--- src/rtl/merger_out_buffer.sv ---
// rtl/merger_out_buffer.sv - output FIFO behind a 2-tuple merger with slack-ready, sort check and run counting
module merger_out_buffer #(
    parameter int DATA_WIDTH = 128,
    parameter int KEY_WIDTH  = 80,
    parameter int DEPTH      = 16,
    parameter int SLACK      = 4
) (
    input  logic                        i_clk,
    input  logic                        i_rst,
    input  logic [2*DATA_WIDTH-1:0]     i_data,
    input  logic                        i_write,
    output logic                        o_ready,
    output logic [2*DATA_WIDTH-1:0]     o_data,
    output logic                        o_empty,
    input  logic                        i_read,
    output logic [$clog2(DEPTH):0]      o_count,
    output logic                        o_run_done,
    output logic [15:0]                 o_runs,
    output logic                        o_overrun,
    output logic                        o_underrun,
    output logic                        o_order_err
);

    localparam int AW = $clog2(DEPTH);
    localparam int CW = AW + 1;
    localparam logic [CW-1:0] FULL      = CW'(DEPTH);
    localparam logic [CW-1:0] READY_MAX = CW'(DEPTH - SLACK);

    logic [2*DATA_WIDTH-1:0] mem_q [DEPTH];

    logic [AW-1:0]        wr_ptr_q, wr_ptr_d;
    logic [AW-1:0]        rd_ptr_q, rd_ptr_d;
    logic [CW-1:0]        count_q, count_d;
    logic                 ready_q, ready_d;
    logic                 run_done_q, run_done_d;
    logic [15:0]          runs_q, runs_d;
    logic                 overrun_q, overrun_d;
    logic                 underrun_q, underrun_d;
    logic                 order_err_q, order_err_d;
    logic [KEY_WIDTH-1:0] last_key_q, last_key_d;
    logic                 last_valid_q, last_valid_d;

    logic                 rd_acc, wr_acc;
    logic                 in_term, head_term;
    logic [KEY_WIDTH-1:0] key0, key1;

    always_comb begin
        key0      = i_data[KEY_WIDTH-1:0];
        key1      = i_data[DATA_WIDTH+KEY_WIDTH-1:DATA_WIDTH];
        in_term   = (i_data[DATA_WIDTH-1:0] == '0);
        head_term = (mem_q[rd_ptr_q][DATA_WIDTH-1:0] == '0);
        rd_acc    = i_read && (count_q != '0);
        // A full buffer still takes a write when the head leaves in the same cycle.
        wr_acc    = i_write && ((count_q != FULL) || rd_acc);
    end

    always_comb begin
        wr_ptr_d     = wr_ptr_q;
        rd_ptr_d     = rd_ptr_q;
        count_d      = count_q;
        overrun_d    = overrun_q;
        underrun_d   = underrun_q;
        order_err_d  = order_err_q;
        last_key_d   = last_key_q;
        last_valid_d = last_valid_q;
        run_done_d   = 1'b0;
        runs_d       = runs_q;

        if (wr_acc)
            wr_ptr_d = wr_ptr_q + 1'b1;
        if (rd_acc)
            rd_ptr_d = rd_ptr_q + 1'b1;

        case ({wr_acc, rd_acc})
            2'b10:   count_d = count_q + 1'b1;
            2'b01:   count_d = count_q - 1'b1;
            default: count_d = count_q;
        endcase

        if (i_write && !wr_acc)
            overrun_d = 1'b1;
        if (i_read && !rd_acc)
            underrun_d = 1'b1;

        // Terminators reset the run; other beats are checked within and across beats.
        if (wr_acc) begin
            if (in_term) begin
                last_valid_d = 1'b0;
            end else begin
                if ((key0 > key1) || (last_valid_q && (key0 < last_key_q)))
                    order_err_d = 1'b1;
                last_key_d   = key1;
                last_valid_d = 1'b1;
            end
        end

        if (rd_acc && head_term) begin
            run_done_d = 1'b1;
            runs_d     = runs_q + 16'd1;
        end

        ready_d = (count_d <= READY_MAX);
    end

    always_ff @(posedge i_clk) begin
        if (wr_acc)
            mem_q[wr_ptr_q] <= i_data;
    end

    always_ff @(posedge i_clk) begin
        if (i_rst) begin
            wr_ptr_q     <= '0;
            rd_ptr_q     <= '0;
            count_q      <= '0;
            ready_q      <= 1'b0;
            run_done_q   <= 1'b0;
            runs_q       <= '0;
            overrun_q    <= 1'b0;
            underrun_q   <= 1'b0;
            order_err_q  <= 1'b0;
            last_key_q   <= '0;
            last_valid_q <= 1'b0;
        end else begin
            wr_ptr_q     <= wr_ptr_d;
            rd_ptr_q     <= rd_ptr_d;
            count_q      <= count_d;
            ready_q      <= ready_d;
            run_done_q   <= run_done_d;
            runs_q       <= runs_d;
            overrun_q    <= overrun_d;
            underrun_q   <= underrun_d;
            order_err_q  <= order_err_d;
            last_key_q   <= last_key_d;
            last_valid_q <= last_valid_d;
        end
    end

    assign o_ready     = ready_q;
    assign o_data      = mem_q[rd_ptr_q];
    assign o_empty     = (count_q == '0);
    assign o_count     = count_q;
    assign o_run_done  = run_done_q;
    assign o_runs      = runs_q;
    assign o_overrun   = overrun_q;
    assign o_underrun  = underrun_q;
    assign o_order_err = order_err_q;

endmodule

--- config.mk ---
export PLATFORM = sky130hd
export DESIGN_NAME = merger_out_buffer
export DESIGN_NICKNAME = d
export VERILOG_FILES = /design/src/rtl/merger_out_buffer.sv
export SDC_FILE = /design/constraint.sdc
export NUM_CORES = 2
export LEC_CHECK = 0
export CAP_MARGIN = 15
export CORE_ASPECT_RATIO = 1.4
export CORE_UTILIZATION = 35
export DETAILED_ROUTE_END_ITERATION = 16
export HOLD_SLACK_MARGIN = 0.02
export PLACE_DENSITY = 0.53
export SLEW_MARGIN = 25
export SYNTH_ARGS = -nofsm -noshare
export SYNTH_HDL_FRONTEND = slang
export SYNTH_SLANG_ARGS = --single-unit
--- constraint.sdc ---
create_clock -name i_clk -period 28 [get_ports i_clk]
set_clock_uncertainty 0.15 [all_clocks]
set_input_delay 5.6 -clock i_clk [delete_from_list [all_inputs] [get_ports i_clk]]
set_output_delay 5.6 -clock i_clk [all_outputs]
set_load 0.01 [all_outputs]
After elaboration in Yosys (flattened, before gate mapping) --
Memories as Yosys holds them, arrays and structs flattened. A register that Yosys moved wholly into a read port is not among the register bits. Index checks and enable logic that the tools add are counted.
Operators by class: add/subtract/negate cells 5, $lt $le $gt $ge 3, equal/unequal tests 3, mux-type cells 7, bitwise gates (word level) 1, reduce and logical (&&, ||, !) cells 16
Operators with widths (count):
- logical NOT 128 bit | 2
- > comparator 80 bit | 1
- < comparator 80 bit | 1
- adder 16 x 1 -> 16 bit (second input constant) | 1
- one-hot mux 5 bit (2 select lines) | 1
- adder 4 x 1 -> 4 bit (second input constant) | 2
- two-way mux 4 bit | 2
- logical AND 1 bit | 6
- adder 5 x 1 -> 5 bit (second input constant) | 1
- <= comparator 5 x 4 -> 1 bit (second input constant) | 1
- logical NOT 5 bit | 1
- inequality test 5 bit (second input constant) | 1
- nonzero test 5 bit | 1
- subtractor 5 x 1 -> 5 bit (second input constant) | 1
- two-way mux 1 bit | 4
- AND reduction 3 bit | 1
- == test 2 x 1 -> 1 bit (second input constant) | 1
- == test 2 bit (second input constant) | 1
- logical NOT 1 bit | 2
- logical OR 1 bit | 2
- AND reduction 2 bit | 1
- NOT 1 bit | 1
Storage, ports and cells: bits in registers 115, memory bits (writable) 4096, input bits 260, output and inout port bits 283, word-level logic and storage cells 47, memories 1
Memories:
- mem_q | depth 16, bits a word 256, rd ports 1, clocked after memory_dff 1, wr ports 1, line 29 | logic [2*DATA_WIDTH-1:0] mem_q [DEPTH];

Logic depth before layout (Yosys ltp) --
depth after elaboration 7, gate-level depth with buffers 18, mapped depth without buffers 14

Least setup slack after synthesis --
Ideal clock, no wire load.
path type input -> register, start point in i_read, end point mem mem_q[3][0] (netlist bit) (enable), library setup time 1.186 ns, arrival 23.208 ns, required time 26.664 ns, path slack 3.456 ns, stages on the path 3, buffers on the path 0, cell sequence o21a_1 > nand2_1 > nor3_1
Between the ends: word-level cells in the longest chain between the ends 5
RTL lines:
- start, declared | line 15 | input logic i_read,
- logical AND 1 bit | line 52 | rd_acc = i_read && (count_q != '0);
- logical OR 1 bit | line 54 | wr_acc = i_write && ((count_q != FULL) || rd_acc);
- logical AND 1 bit | line 54
- two-way mux 1 bit | line 106 | if (wr_acc)
- two-way mux 1 bit (not written as such) | line 107 | mem_q[wr_ptr_q] <= i_data;
- end, declared | line 29
Every way passes these cells.

==> out/results.ini <==
[outcome]
status = complete, no violations

[layout]
fill_cells = 40626
syn_to_final_growth_pct = 16.9
drive_gt1_frac = 0.241
layout.cells.non_filler = 14694
fin_nets = 8633

[setup_path]
r2r-end = o_runs[14]
reg2reg_slack_ns = 19.34
crit_type = register to output port
crit_fanout = 67
critPathLaunchType = register
r2r_cells = 14
end_kind = output port
crit_required_ns = 22.25
critPathArrivalTime_ns = 8.39

[power_and_ir_drop]
p_leak_nw = 59.3
p_clk_frac = 0.352
p_sw_frac = 0.264
pwr-share-comb = 0.202
peakVddDrop_uv = 69.3
power_density_nw_per_um2 = 83.5
seq_power_share = 0.446
p_switching_mw = 4.21
internal_power_mw = 11.7

[synthesis]
synth_top_cell_by_area = edfxtp_1
synthDominantCellAreaShare = 0.753
yosysMostFrequentCell = edfxtp_1
synth_seq_cells = 4215
synth_fp_nets = 7771
ys.warnings.count = 0
syn_area_um2 = 163000
async_flop_share = 0
synth_top_cells_by_area = edfxtp_1, mux4_2, dfxtp_1, ha_1, mux2i_1
syn_inst = 7342
seq_area_frac_synth = 0.768
synth_edf_count = 4096
synth_common_cells = edfxtp_1, mux4_2, nor2_1
ys.flop_type = edfxtp_1
syn_area_per_cell_um2 = 22.2
yosysUniqueCellTypes = 69

[cts]
clk_pin_slew_worst_paths_ns = 0.06
cts_made_buffers = 410
cts_setup_buffers = 0
cts_tree = yes
holdBufCountCts = 0
htree_levels = 5
clock_latency_ns = 1.02
clock_sink_count = 4215
cts_root_buf = clkbuf_16
cts_resized = 0
cts_buffer_depth = 4

[placed_design]
dp_hpwl_um = 276000
placedCellCount = 13901
place_congestion = 0.784
port_buffers = 542

[timing]
worst_pin_slew_ns = 1.17
fin_crit_sh = 0.505
setup_viol = 0
finalMaxSlewViolations = 0
rsz0062_at_grt = no
hold_viol = 0
max_freq_mhz = 70.7
layout_min_cycle_time_ns = 14.14
timing.slew.headroom = 0.217
setup_tns_ns = 0

[die]
num_rows = 296
ios = 543
die_h_um = 810
die_w_um = 579
coreArea_um2 = 464000
initial_core_util = 0.352
dieArea_um2 = 469000

[routing]
remaining_drc_errors = 0
finalWirelength_um = 487000
firstDrtPassIters = 6
vias_per_cell = 5.51
drt_iter0_drc = 8404
via_count = 80919
routedWlPerCell_um = 33.1
final_antenna_net_count = 0

[hold_path]
hold_path_depth = 2
hp-start = o_overrun
min_delay_worst_endpoint = o_overrun
hold_class = register to register

[grt]
grt_overflow = 0
grt_pass1_wl_um = 669000
grt_max_degree = 131
groute.usage.overall = 0.205
grt_pass1_vias = 83572
antenna_found_initial = 95

[flow_run]
maxCapViolCount = 0

-- worst max-delay path, cell delays in order, from the launching register on --
cell and delay, ns:
dfxtp_4 0.84, buf_4 0.84, buf_4 0.83, buf_4 0.78, buf_4 0.75, buf_4 0.90, buf_4 0.77, mux4_2 0.41
mux4_2 0.55, clkdlybuf4s50_1 0.52
-- placed cells by master, fill, tap and decap left out, types with 15 or more instances in the layout --
cell type / netlist / layout
ha_1: 168 / 168
a21oi_1: 152 / 150
a31oi_1: 27 / 27
bufinv_16: 0 / 45
clkinv_1: 2 / 84
nor3_1: 22 / 18
dfxtp_1: 119 / 115
nor2_1: 230 / 217
clkinv_2: 0 / 75
clkbuf_1: 169 / 72
buf_4: 28 / 218
a21o_1: 66 / 66
nor4_1: 56 / 52
and3_1: 31 / 31
nand4_1: 55 / 55
mux2i_1: 168 / 168
nand2_1: 166 / 166
clkdlybuf4s50_1: 0 / 532
buf_12: 0 / 30
nor2b_1: 17 / 15
nand3_1: 22 / 22
o21ai_0: 55 / 53
a221oi_1: 22 / 22
or4_1: 16 / 16
diode_2: 0 / 41
clkbuf_16: 0 / 412
a22oi_1: 56 / 56
mux4_2: 1141 / 1141
clkinvlp_4: 0 / 22
edfxtp_1: 4096 / 4096
inv_1: 174 / 173
-- layout make-up --
type	instances	area, um2	area share
flip-flops and latches	4215	125000	0.657
multi-input cells	2602	35900	0.188
clock buffers	486	10600	0.0556
repair buffers	799	7760	0.0406
well taps	6109	7640	0.0400
clock inverters	266	2870	0.0150
inverters	176	673	0.00353
diodes	41	103	0.000537
-- per-layer routing --
metal / GRT usage / wire, um / vias up
met3: 0.0418 / 35800 / 623
met5: 0 / 281 / -
met2: 0.342 / 240000 / 2913
li1: - / - / 32763
met4: 0.0539 / 12700 / 44
met1: 0.272 / 198000 / 44576
-- stage by stage --
stage	util	setup slack (ns)	power [mW]	hold slack (ns)	cell area, um2
finish	0.411	13.86	15.9	0.334	191000
global route	0.411	13.46	16.5	0.347	191000
CTS	0.411	13.50	16.1	0.329	191000
detailed placement	0.382	14.68	10.5	0.311	177000
global placement	0.382	14.72	10.5	0.310	177000
floorplan	-	3.46	9.26	0.300	163000
-- sequential cells by signal (all words and copies together), names as in the netlist, named ones only --
register	cells
rd_ptr_q	4
last_valid_q	1
last_key_q	80
wr_ptr_q	4
mem_q	4096
o_run_done	1
o_ready	1
o_runs	16
o_count	5
o_underrun	1
o_overrun	1
o_order_err	1
-- cell families after synthesis --
kind of cell	after synthesis	share of synthesized area
mux	1316	0.168
buf+inv	525	0.0136
fa+ha+maj	169	0.0130
flops	4215	0.768
compound gates	440	0.0172
simple gates	668	0.0197
xor+xnor	9	0.000483
-- power by group through the flow --
stage	logic (mW)	clock network, mW	registers, mW
after floorplan	1.98	0	7.28
after global placement	3.26	0	7.24
after detailed placement	3.29	0	7.24
after CTS	3.29	5.73	7.11
after global routing	3.43	5.94	7.12
final	3.22	5.61	7.11
-- worst max-delay path by stage --
| stage | startpoint | end | slack [ns] | depth (start not counted) |
|---|---|---|---|---|
| 2_1_floorplan | i_read | mem_q[3][0] | 3.46 | 3 |
| 3_3_place_gp | register | o_data[242] | 14.72 | 9 |
| 3_5_place_dp | register | o_data[219] | 14.68 | 9 |
| 4_1_cts | register | o_data[219] | 13.50 | 9 |
| 5_1_grt | register | o_data[219] | 13.46 | 9 |
| 6_report | register | o_data[219] | 13.86 | 9 |
Note: power is estimated with default switching activity, not from simulation.
